## src/rtl/io_supply_seq_ctrl.sv

```systemverilog
// IO supply sequencer: debounces a synchronised VDDIO-good, then releases pad isolation and retention in order.
// Optional macro IO_SUPPLY_SEQ_GLITCH_CNT_EN adds glitch_cnt_o, a saturating count of debounce aborts caused by supply loss.
module io_supply_seq_ctrl #(
  parameter int SYNC_STAGES  = 2,
  parameter int DEBOUNCE_CYC = 64,
  parameter int ISO_DLY_CYC  = 8,
  parameter int CNT_W        = 8
) (
  input  logic       clk_i,
  input  logic       rst_ni,
  input  logic       vddio_ok_i,
  input  logic       en_i,
  input  logic       clr_fault_i,
  output logic       io_iso_o,
  output logic       io_ret_o,
  output logic       pad_oe_en_o,
  output logic       pwr_good_o,
  output logic       fault_o,
  output logic [2:0] state_o
`ifdef IO_SUPPLY_SEQ_GLITCH_CNT_EN
  ,
  output logic [7:0] glitch_cnt_o
`endif
);

  typedef enum logic [2:0] {
    ST_OFF      = 3'd0,
    ST_DEBOUNCE = 3'd1,
    ST_ISO_REL  = 3'd2,
    ST_ACTIVE   = 3'd3,
    ST_FAULT    = 3'd4
  } state_t;

  localparam logic [CNT_W-1:0] DEB_LAST = CNT_W'(DEBOUNCE_CYC - 1);
  localparam logic [CNT_W-1:0] ISO_LAST = CNT_W'(ISO_DLY_CYC - 1);
  localparam logic [CNT_W-1:0] CNT_ONE  = CNT_W'(1);

  if (SYNC_STAGES < 2) begin : g_bad_sync
    $error("io_supply_seq_ctrl: SYNC_STAGES must be >= 2");
  end
  if (DEBOUNCE_CYC < 1 || DEBOUNCE_CYC > (1 << CNT_W)) begin : g_bad_deb
    $error("io_supply_seq_ctrl: DEBOUNCE_CYC out of range for CNT_W");
  end
  if (ISO_DLY_CYC < 1 || ISO_DLY_CYC > (1 << CNT_W)) begin : g_bad_iso
    $error("io_supply_seq_ctrl: ISO_DLY_CYC out of range for CNT_W");
  end

  logic [SYNC_STAGES-1:0] r_sync;
  logic                   w_ok_s;
  state_t                 r_state;
  state_t                 w_state_next;
  logic [CNT_W-1:0]       r_cnt;
  logic [CNT_W-1:0]       w_cnt_next;
  logic                   w_glitch_abort;

  // vddio_ok_i is asynchronous; this chain is its only consumer.
  always_ff @(posedge clk_i or negedge rst_ni) begin
    if (!rst_ni) begin
      r_sync <= '0;
    end else begin
      r_sync <= {r_sync[SYNC_STAGES-2:0], vddio_ok_i};
    end
  end

  assign w_ok_s = r_sync[SYNC_STAGES-1];

  always_ff @(posedge clk_i or negedge rst_ni) begin
    if (!rst_ni) begin
      r_state <= ST_OFF;
      r_cnt   <= '0;
    end else begin
      r_state <= w_state_next;
      r_cnt   <= w_cnt_next;
    end
  end

  always_comb begin
    w_state_next   = r_state;
    w_cnt_next     = r_cnt;
    w_glitch_abort = 1'b0;
    unique case (r_state)
      ST_OFF: begin
        if (en_i && w_ok_s) begin
          w_state_next = ST_DEBOUNCE;
          w_cnt_next   = '0;
        end
      end
      ST_DEBOUNCE: begin
        if (!w_ok_s || !en_i) begin
          w_state_next   = ST_OFF;
          w_cnt_next     = '0;
          w_glitch_abort = !w_ok_s;
        end else if (r_cnt == DEB_LAST) begin
          w_state_next = ST_ISO_REL;
          w_cnt_next   = '0;
        end else begin
          w_cnt_next = r_cnt + CNT_ONE;
        end
      end
      // Supply loss outranks a simultaneous software shutdown request.
      ST_ISO_REL: begin
        if (!w_ok_s) begin
          w_state_next = ST_FAULT;
          w_cnt_next   = '0;
        end else if (!en_i) begin
          w_state_next = ST_OFF;
          w_cnt_next   = '0;
        end else if (r_cnt == ISO_LAST) begin
          w_state_next = ST_ACTIVE;
          w_cnt_next   = '0;
        end else begin
          w_cnt_next = r_cnt + CNT_ONE;
        end
      end
      ST_ACTIVE: begin
        if (!w_ok_s) begin
          w_state_next = ST_FAULT;
        end else if (!en_i) begin
          w_state_next = ST_OFF;
        end
      end
      ST_FAULT: begin
        if (clr_fault_i) begin
          w_state_next = ST_OFF;
          w_cnt_next   = '0;
        end
      end
      default: begin
        w_state_next = ST_OFF;
        w_cnt_next   = '0;
      end
    endcase
  end

  // Moore decode only: outputs never depend combinationally on an input.
  always_comb begin
    io_iso_o    = 1'b1;
    io_ret_o    = 1'b1;
    pad_oe_en_o = 1'b0;
    pwr_good_o  = 1'b0;
    fault_o     = 1'b0;
    case (r_state)
      ST_ISO_REL: begin
        io_iso_o = 1'b0;
      end
      ST_ACTIVE: begin
        io_iso_o    = 1'b0;
        io_ret_o    = 1'b0;
        pad_oe_en_o = 1'b1;
        pwr_good_o  = 1'b1;
      end
      ST_FAULT: begin
        fault_o = 1'b1;
      end
      default: ;
    endcase
  end

  assign state_o = r_state;

`ifdef IO_SUPPLY_SEQ_GLITCH_CNT_EN
  logic [7:0] r_glitch_cnt;

  always_ff @(posedge clk_i or negedge rst_ni) begin
    if (!rst_ni) begin
      r_glitch_cnt <= 8'd0;
    end else if (clr_fault_i) begin
      r_glitch_cnt <= 8'd0;
    end else if (w_glitch_abort && (r_glitch_cnt != 8'hFF)) begin
      r_glitch_cnt <= r_glitch_cnt + 8'd1;
    end
  end

  assign glitch_cnt_o = r_glitch_cnt;
`else
  logic w_unused_abort;
  assign w_unused_abort = w_glitch_abort;
`endif

endmodule

```

## config.mk

```make
export PLATFORM = sky130hd
export DESIGN_NAME = io_supply_seq_ctrl
export DESIGN_NICKNAME = d
export VERILOG_FILES = /design/src/rtl/io_supply_seq_ctrl.sv
export SDC_FILE = /design/constraint.sdc
export NUM_CORES = 1
export LEC_CHECK = 0
export ABC_AREA = 1
export CAP_MARGIN = 20
export CORE_AREA = 2 2 43 45
export DETAILED_ROUTE_END_ITERATION = 6
export DIE_AREA = 0 0 45 47
export PLACE_DENSITY_LB_ADDON = 0.05
export SLEW_MARGIN = 20
export SYNTH_ARGS = -nofsm -noshare
export SYNTH_HDL_FRONTEND = slang
export SYNTH_SLANG_ARGS = --single-unit
```

## constraint.sdc

```tcl
create_clock -name clk_i -period 2.4 [get_ports clk_i]
set_input_delay 0.72 -clock clk_i [delete_from_list [all_inputs] [get_ports clk_i]]
set_output_delay 0.72 -clock clk_i [all_outputs]
set_load 0.03 [all_outputs]
```

# Yosys cells after proc, flatten, opt, wreduce, memory -nomap -nowiden
# Index checks and enable logic that the tools add are counted.
dict set report op_classes {
  n_addsub 1
  eq_ne 11
  muxes 22
  bitwise_logic 1
  n_reduce_logical 8
}
# op count
set op_table {}
lappend op_table {{$mux W8} 7}
lappend op_table {{$pmux W8 S5} 1}
lappend op_table {{$mux W3} 9}
lappend op_table {{$pmux W3 S5} 1}
lappend op_table {{$add A8 B1 Y8 const B} 1}
lappend op_table {{$eq A8 B3 Y1 const B} 1}
lappend op_table {{$eq A8 B6 Y1 const B} 1}
lappend op_table {{$eq A3 B2 Y1 const B} 2}
lappend op_table {{$ne A3 B3 Y1 const B} 2}
lappend op_table {{$reduce_and A5 Y1} 1}
lappend op_table {{$mux W1} 4}
lappend op_table {{$ne A2 B2 Y1 const B} 2}
lappend op_table {{$ne A4 B4 Y1 const B} 1}
lappend op_table {{$eq A3 B1 Y1 const B} 1}
lappend op_table {{$eq A3 B3 Y1 const B} 1}
lappend op_table {{$logic_not A3 Y1} 1}
lappend op_table {{$reduce_and A3 Y1} 1}
lappend op_table {{$logic_not A1 Y1} 2}
lappend op_table {{$reduce_or A2 Y1} 1}
lappend op_table {{$logic_and A1 B1 Y1} 1}
lappend op_table {{$logic_or A1 B1 Y1} 1}
lappend op_table {{$not A1 Y1} 1}
dict set report word_totals {
  register_bits 13
  in_bits 5
  output_inout_bits 8
  word_cells 46
}

# Depth between registers and ports, before layout
# Gate-level depths: netlist of the first run.
dict set report logic_depth {
  ltp_word 5
  depth_mapped 8
  mapped_depth_nobuf 8
}

# Least setup slack after synthesis of the first run
# Ideal clock, no wire load.
dict set report synth_path {
  kind {flip-flop to output port}
  from {reg r_state[0], in the netlist state_o[0]}
  to {out pwr_good_o}
  t_arrival_ns 1.416
  path_slack_ns 0.264
  stages_incl_launch_ff 4
  path_buffers 1
  cell_sequence {dfrtp_1 -> nand3_2 -> inv_2 -> buf_4}
}
dict set report synth_between {
  elab_chain_len 2
}
# element line_no
set synth_rtl {}
lappend synth_rtl {{from (decl)} 50} ;# state_t r_state;
lappend synth_rtl {{from (signal assigned)} 72} ;# r_state <= w_state_next;
lappend synth_rtl {{$eq A3 B2 Y1} -}
lappend synth_rtl {{$mux W1} -}
lappend synth_rtl {{to (decl)} 17} ;# output logic pwr_good_o,
# No other way between the ends.

# Final worst setup path of the first run
dict set report layout_path {
  from {reg r_state[0], in the netlist state_o[0]}
  to {out io_ret_o}
}
dict set report layout_between {
  elab_chain_len 2
}
# element line_no
set layout_rtl {}
lappend layout_rtl {{$eq A3 B2 Y1} 142} ;# case (r_state)
lappend layout_rtl {{$mux W1} 142}
lappend layout_rtl {{to (decl)} 15} ;# output logic io_ret_o,
# No other way between the ends.

==> run metrics, run 1 <==
outcome complete, no violations; Area after DPL 993 um^2; Leakage 0.552 nW; most frequent cells in the layout 32 x nand2_1, 12 x inv_1, 12 x dfrtp_1; first-pass GRT wire length 2990 um; gr ovfl total 0; dpl ws 210 ps; Mapped Avg Cell Area 7.41 um^2; CP Capture Type output pin; placer congestion estimate 0.845; cts bufs inserted 3; final hold violation count 0; diode count 0; NumNets Final 138; startpoint types flip-flop; clk_skew 6.12 ps; clk buf depth 2; Detailed Place HPWL 1340 um; kind of critical path flip-flop to output pin; Wirelength per Cell 11.5 um; Final Slew Violations 0; PnR Total Power 0.907 mW; TritonCTS sink count 13; CTS tree yes; initial antenna violation count 0; min Tclk post-route 2330 ps; core area 1650 um^2; postcts setup bufs 0; fin crit share 97.2%; largest net degree at the start of global routing 14; Mapped Area 852 um^2; Pwr Density 889 nW/um^2; # DRC 0; final worst slack 67.4 ps; synthesized flop and latch total 13; die area 2120 um^2; commonest non-fill, non-tap cell in the layout nand2_1; CP Data Required Time 1680 ps; Worst Tran Pin Value 571 ps; YS warnings 0; Mapped Cells 115; fraction of layout cells with a size suffix above 1 18.3%; row count 15; drt initial violations 11; Final Non-Filler Cells 148; DRT antenna net count 0; crit-path max FO 7; RSZ-0062 raised after global routing false; register area share after synthesis 38.2%; final setup fails 0; Post-Route WL 1700 um; syn_nets 121; Port Buf Inserts 12; area grow syn2layout 19.7%; Critical Path AT 1610 ps; post-route cell area 1020 um^2; Rel. slew slack 61.8%; CTS Root Cell clkbuf_4; dpl cells 144; H-tree levels 1; max-capacitance violation count 0; I/O pin total 13; drt first pass iters 4; Distinct cells, synth 20; Tot GR Track Use 19.5%; Die Y 47 um; vias per cell 5.32; die width 45 um; VDD IR-drop max 0.732 mV; routed via count 788; setup_tns 0 ps; clock latency on the worst-skew pair 280 ps; initial core utilization 51.6%; FMAX 429 MHz; vias in the first global route 732; clock slew at reported path FFs 80 ps; Hold Path Class flip-flop to flip-flop
flip-flops by register name, summed over array words and instances, names as in the netlist:
| signal | count |
|---|---|
| r_cnt | 8 |
| state_o | 3 |
| r_sync | 2 |
area by class of cell:
class	count	area, um^2
clock buffers	4	26.3
repair buffers	13	126
well taps	17	21.3
fillers	147	632
inverters	17	66.3
flip-flops and latches	13	327
multi-input cells	84	453
power by group:
part	total, mW	switching, mW	internal, mW	leakage (nW)
Sequential	0.296	0.0427	0.254	0.171
Combinational	0.472	0.303	0.169	0.366
Clock	0.138	0.0737	0.0645	0.0150
Total	0.907	0.419	0.487	0.552
final timing paths:
path                             from    endpoint  slack (ps)  cells after the start
setup / recovery           state_o[0]    io_ret_o          70                      2
hold / removal              r_sync[0]   r_sync[1]         350                      0
setup reg to reg             r_cnt[0]    r_cnt[0]         990                      7
hold reg to reg             r_sync[0]   r_sync[1]         350                      0
max in group asynchronous      rst_ni  state_o[1]        1190                      1
min in group asynchronous      rst_ni    r_cnt[3]         800                      1
worst max-delay path, stage by stage, from the launching register on:
cell and delay, ps:
dfrtp_1 460, nand3_2 180, clkdlybuf4s50_1 690
routing by layer:
layer | vias to the layer above | GRT usage [%] | share of wire (%)
li1 | 402 | - | -
met1 | 372 | 27.0 | 50
met2 | 12 | 30.6 | 46
met3 | 2 | 4.62 | 3.5
met4 | 0 | 5.29 | 0.71
met5 | - | 0 | 0
synth_stat cells:
master	n	area share (%)
xor2_1	2	2.1
nand2_4	1	1.3
o21a_1	1	0.88
nor2_2	3	2.2
nand4_1	8	5.9
ha_1	1	1.5
nand3_2	4	4.7
nand2_2	3	2.2
o21ai_0	1	0.59
o211ai_1	2	1.8
nand2_1	32	14
nand3_1	11	6.5
nor2_4	3	4.0
buf_4	1	0.88
inv_4	1	0.73
dfrtp_1	13	38
nor2_1	11	4.8
o22ai_1	1	0.73
inv_2	4	1.8
inv_1	12	5.3
repair_timing:
action | 4_1_cts | 5_1_grt
endpoints found under the setup margin | 3 | 1
hold buffers | 0 | 0
resized for setup | 3 | 2
metrics by stage:
step | utilization, % | hold WS, ps
2_1_floorplan | - | 331
3_3_place_gp | 60.2 | 334
3_5_place_dp | 60.2 | 338
4_1_cts | 61.5 | 358
5_1_grt | 61.7 | 361
6_report | 61.7 | 354
cells by family (layout without fill, tap and decap cells):
group	after synthesis	count (layout)	share of synthesized area [%]
AOI/OAI and AO/OA	5	5	3.96
buffers and inverters	18	34	8.66
adders and majority gates	1	1	1.47
DFF	13	13	38.2
xor gates and xnor gates	2	2	2.06
and+or+nand+nor	76	76	45.7
Note: power is estimated with default switching activity, not from simulation.
==> run 2: changes to the inputs <==
--- a/config.mk
+++ b/config.mk
@@ -10,7 +10,7 @@
 export CORE_AREA = 2 2 43 45
 export DETAILED_ROUTE_END_ITERATION = 6
 export DIE_AREA = 0 0 45 47
-export PLACE_DENSITY_LB_ADDON = 0.05
+export PLACE_DENSITY = 0.77
 export SLEW_MARGIN = 20
 export SYNTH_ARGS = -nofsm -noshare
 export SYNTH_HDL_FRONTEND = slang
==> constraint.sdc (replaced) <==
create_clock -name clk_i -period 3 [get_ports clk_i]
set_input_delay 0.9 -clock clk_i [delete_from_list [all_inputs] [get_ports clk_i]]
set_output_delay 0.9 -clock clk_i [all_outputs]
set_load 0.03 [all_outputs]
==> run 2 against run 1 <==
Against the previous run: clock power down 24%; register-to-register slack better by 600 ps; routed wire length down 1.5%; hold slack better by 5.5 ps; non-clock buffer count down 1; clock skew down 2.8 ps; critical path depth up 2; via count down 1.5%; critical endpoint is now pwr_good_o.
==> run metrics, run 2 (synthesized netlist as in run 1, its figures left out) <==
outcome complete, no violations; reg2reg start r_cnt[0]; crit-path max FO 7; vias per cell 5.28; most frequent cells in the layout 32 x nand2_1, 13 x dfrtp_1, 12 x inv_1, 12 x clkdlybuf4s50_1; DRT antenna net count 0; fraction of layout cells with a size suffix above 1 16.9%; # DRC 0; I/O pin total 13; vias in the first global route 677; WHS Path Cells 0; die area 2120 um^2; FMAX 369 MHz; initial core utilization 51.6%; largest net degree at the start of global routing 14; commonest non-fill, non-tap cell in the layout nand2_1; CP Data Required Time 2100 ps; final worst slack 294 ps; first-pass GRT wire length 2860 um; hold path start r_sync[0]; TritonCTS sink count 13; Wirelength per Cell 11.4 um; min Tclk post-route 2710 ps; Post-Route WL 1670 um; Hold Path Class flip-flop to flip-flop; VDD IR-drop max 0.443 mV; NumNets Final 137; final setup fails 0; clk buf depth 2; max reg flops 8; PostCTS Resize Cnt 0; final hold violation count 0; RSZ-0062 raised after global routing false; sink of the worst hold path r_sync[1]; row count 15; core area 1650 um^2; initial antenna violation count 0; Detailed Place HPWL 1350 um; routed via count 776; # hold bufs at CTS 0; Final Slew Violations 0; Leakage 0.533 nW; clk_skew 3.32 ps; Tot GR Track Use 18.7%; PnR Total Power 0.717 mW; cts bufs inserted 3; placer congestion estimate 0.849; worst reg2reg path depth 7; r2r setup slk 1590 ps; Worst Tran Pin Value 585 ps; drt first pass iters 4; fin crit share 90.2%; setup_tns 0 ps; CP Capture Type output pin; drt initial violations 13; diode count 0; postcts setup bufs 0; Die Y 47 um; startpoint types flip-flop; worst reg2reg path endpoint r_cnt[0]; CTS Root Cell clkbuf_4; CTS tree yes; die width 45 um; Port Buf Inserts 12; Rel. slew slack 60.8%; clock slew at reported path FFs 80 ps; Critical Path AT 1810 ps; clock latency on the worst-skew pair 270 ps; kind of critical path flip-flop to output pin; dpl ws 580 ps; worst hold margin 359 ps; Reg with most FFs r_cnt; area grow syn2layout 18.8%; Pwr Density 709 nW/um^2; H-tree levels 1; max-capacitance violation count 0; gr ovfl total 0
## run 2: changes by cell type in the layout (fill, tap and decap cells not counted)
cell / delta
clkdlybuf4s50_1: +4
dlygate4sd2_1: -3
buf_4: -1
dfrtp_1: +1
dfrtp_2: -1
dlymetal6s2s_1: -1
## run 2: worst max-delay path by stage
| stage | start | to | slack (ps) | cells past startpoint |
|---|---|---|---|---|
| floorplan | state_o[0] | pwr_good_o | 680 | 3 |
| global placement | state_o[2] | pwr_good_o | 630 | 4 |
| detailed placement | state_o[2] | pad_oe_en_o | 580 | 4 |
| CTS | state_o[2] | pad_oe_en_o | 270 | 4 |
| global route | state_o[2] | pwr_good_o | 150 | 4 |
| finish | state_o[2] | pwr_good_o | 290 | 4 |
## run 2: layout make-up
class	count	area, um^2
clock buffers	4	26.3
inverters	17	66.3
multi-input cells	84	453
fillers	153	639
repair buffers	12	120
flip-flops and latches	13	325
well taps	17	21.3
## run 2: per-layer routing
metal  GRT usage (%)  vias up  routed length, um
li1                -      400                  -
met1            26.7      360                865
met2            29.1       16                733
met3            5.77        0                 73
met4            1.76        0                  0
met5               0        -                  0
## run 2: stage by stage
step / util [%] / instances / cell area, um^2
CTS: 61.3 / 147 / 1010
global route: 61.3 / 147 / 1010
floorplan: - / 115 / 852
finish: 61.3 / 147 / 1010
detailed placement: 59.7 / 143 / 986
global placement: 59.7 / 143 / 986
## run 2: worst max-delay path, stage by stage (launching register included)
cell and delay, ps:
dfrtp_1 460, inv_2 140, nand3_2 150, inv_2 130
clkdlybuf4s50_1 670
## run 2: where the power goes
group          switching [mW]  internal [mW]
registers              0.0412          0.202
clock network          0.0539         0.0514
logic                   0.235          0.134
==> run 3: changes to the inputs <==
--- a/config.mk
+++ b/config.mk
@@ -7,10 +7,9 @@
 export LEC_CHECK = 0
 export ABC_AREA = 1
 export CAP_MARGIN = 20
-export CORE_AREA = 2 2 43 45
+export CORE_AREA = 10 10 59 61
 export DETAILED_ROUTE_END_ITERATION = 6
-export DIE_AREA = 0 0 45 47
-export PLACE_DENSITY = 0.77
+export DIE_AREA = 0 0 69 71
 export SLEW_MARGIN = 20
 export SYNTH_ARGS = -nofsm -noshare
 export SYNTH_HDL_FRONTEND = slang
==> constraint.sdc (replaced) <==
create_clock -name clk_i -period 3 [get_ports clk_i]
set_input_delay 0.3 -clock clk_i [delete_from_list [all_inputs] [get_ports clk_i]]
set_output_delay 0.3 -clock clk_i [all_outputs]
set_load 0.03 [all_outputs]
==> run 3 against run 2 <==
Against the previous run: critical path depth stayed put; fmax is 26% higher; highest routed layer is now met4; clock skew decreased by 3.0 ps.
==> run metrics, run 3 (synthesized netlist as in run 1, its figures left out) <==
I/O pin total 13; outcome complete, no violations; gr ovfl total 0; initial core utilization 35.7%; final setup fails 0; Wirelength per Cell 11.6 um; CP Data Required Time 2700 ps; fin crit share 71.7%; Port Buf Inserts 12; reg2reg start r_cnt[0]; CP Capture Type output pin; commonest non-fill, non-tap cell in the layout nand2_1; Area after DPL 1000 um^2; clock slew at reported path FFs 80 ps; clk buf depth 2; Worst Tran Pin Value 582 ps; # hold bufs at CTS 0; core area 2390 um^2; most frequent cells in the layout 32 x nand2_1, 13 x dfrtp_1, 12 x inv_1, 12 x clkdlybuf4s50_1; die width 69 um; fraction of layout cells with a size suffix above 1 16.9%; Switching Fraction 46.5%; max-capacitance violation count 0; placer congestion estimate 0.896; CTS tree yes; min Tclk post-route 2150 ps; NumNets Final 137; clock latency on the worst-skew pair 280 ps; row count 18; crit-path max FO 7; setup_tns 0 ps; Final Slew Violations 0; Tot GR Track Use 7.91%; post-route cell area 1030 um^2; startpoint types flip-flop; worst reg2reg path endpoint r_cnt[0]; Register Area 325 um^2; Critical Path AT 1850 ps; Die Y 71 um; RSZ-0062 raised after global routing false; Detailed Place HPWL 1480 um; max reg flops 8; vias per cell 4.88; TritonCTS sink count 13; largest net degree at the start of global routing 14; crit path capture pwr_good_o; sequential power share 33.6%; vias in the first global route 769; worst reg2reg path depth 7; Worst setup startpoint state_o[2]; Reg with most FFs r_cnt; postcts setup bufs 0; DRT antenna net count 0; VDD IR-drop max 0.354 mV; clock network power share 15.4%; r2r setup slk 1610 ps; diode count 0; cts bufs inserted 3; Internal 0.388 mW; area grow syn2layout 20.7%; routed via count 781; Leakage 0.533 nW; final hold violation count 0; first-pass GRT wire length 3300 um; initial antenna violation count 0; FMAX 465 MHz; # fillers 272; H-tree levels 1; Hold Path Class flip-flop to flip-flop; CTS Root Cell clkbuf_4; Pwr Density 704 nW/um^2; # DRC 0; drt first pass iters 4; PostCTS Resize Cnt 0; kind of critical path flip-flop to output pin; die area 4900 um^2; clk_skew 0.317 ps; drt initial violations 59; P_sw 0.337 mW; Rel. slew slack 61.1%; Comb pwr share 51.0%; Post-Route WL 1860 um; multi-input logic area 453 um^2
==> run 3: cell counts in the layout (fill, tap and decap cells not counted) <==
Identical to the previous run, type by type.
==> run 3: routing by layer <==
layer  share of wire [%]  global-route usage, %
met1                  49                   9.47
met2                  45                   12.7
met3                 3.9                   2.09
met4                 2.4                   4.03
met5                   0                      0
==> run 3: metrics by stage <==
step	setup WS (ps)	hold WS [ps]	power, mW	util [%]	instances
after floorplan	1280	4.41	0.511	-	115
after global routing	744	377	0.791	43.1	160
final	849	352	0.724	43.1	160
after CTS	842	355	0.735	43.1	160
after detailed placement	1150	335	0.619	42.0	156
after global placement	1210	334	0.616	42.0	156
==> run 3: final cells by class <==
class                   instances  share of cell area [%]
flip-flops and latches         13                    31.6
repair buffers                 12                    11.7
well taps                      30                    3.65
clock buffers                   4                    2.55
inverters                      17                    6.45
multi-input cells              84                    44.0
==> run 3: worst min path at each step <==
stage                          from   endpoint  slack (ps)  cells after the start
after floorplan              rst_ni   r_cnt[0]           4                      0
after global placement    r_sync[0]  r_sync[1]         330                      0
after detailed placement  r_sync[0]  r_sync[1]         330                      0
after CTS                 r_sync[0]  r_sync[1]         350                      0
after global routing      r_sync[0]  r_sync[1]         380                      0
final                     r_sync[0]  r_sync[1]         350                      0
==> run 3: power groups by stage <==
stage	clock [mW]	sequential [mW]	combinational (mW)
finish	0.111	0.243	0.370
CTS	0.116	0.244	0.375
floorplan	0	0.268	0.242
detailed placement	0	0.247	0.372
global route	0.128	0.250	0.413
global placement	0	0.245	0.372
==> run 3: worst max-delay path: stages (launching register included) <==
cell             delay (ps)
dfrtp_1                 460
inv_2                   140
nand3_2                 160
inv_2                   130
clkdlybuf4s50_1         680
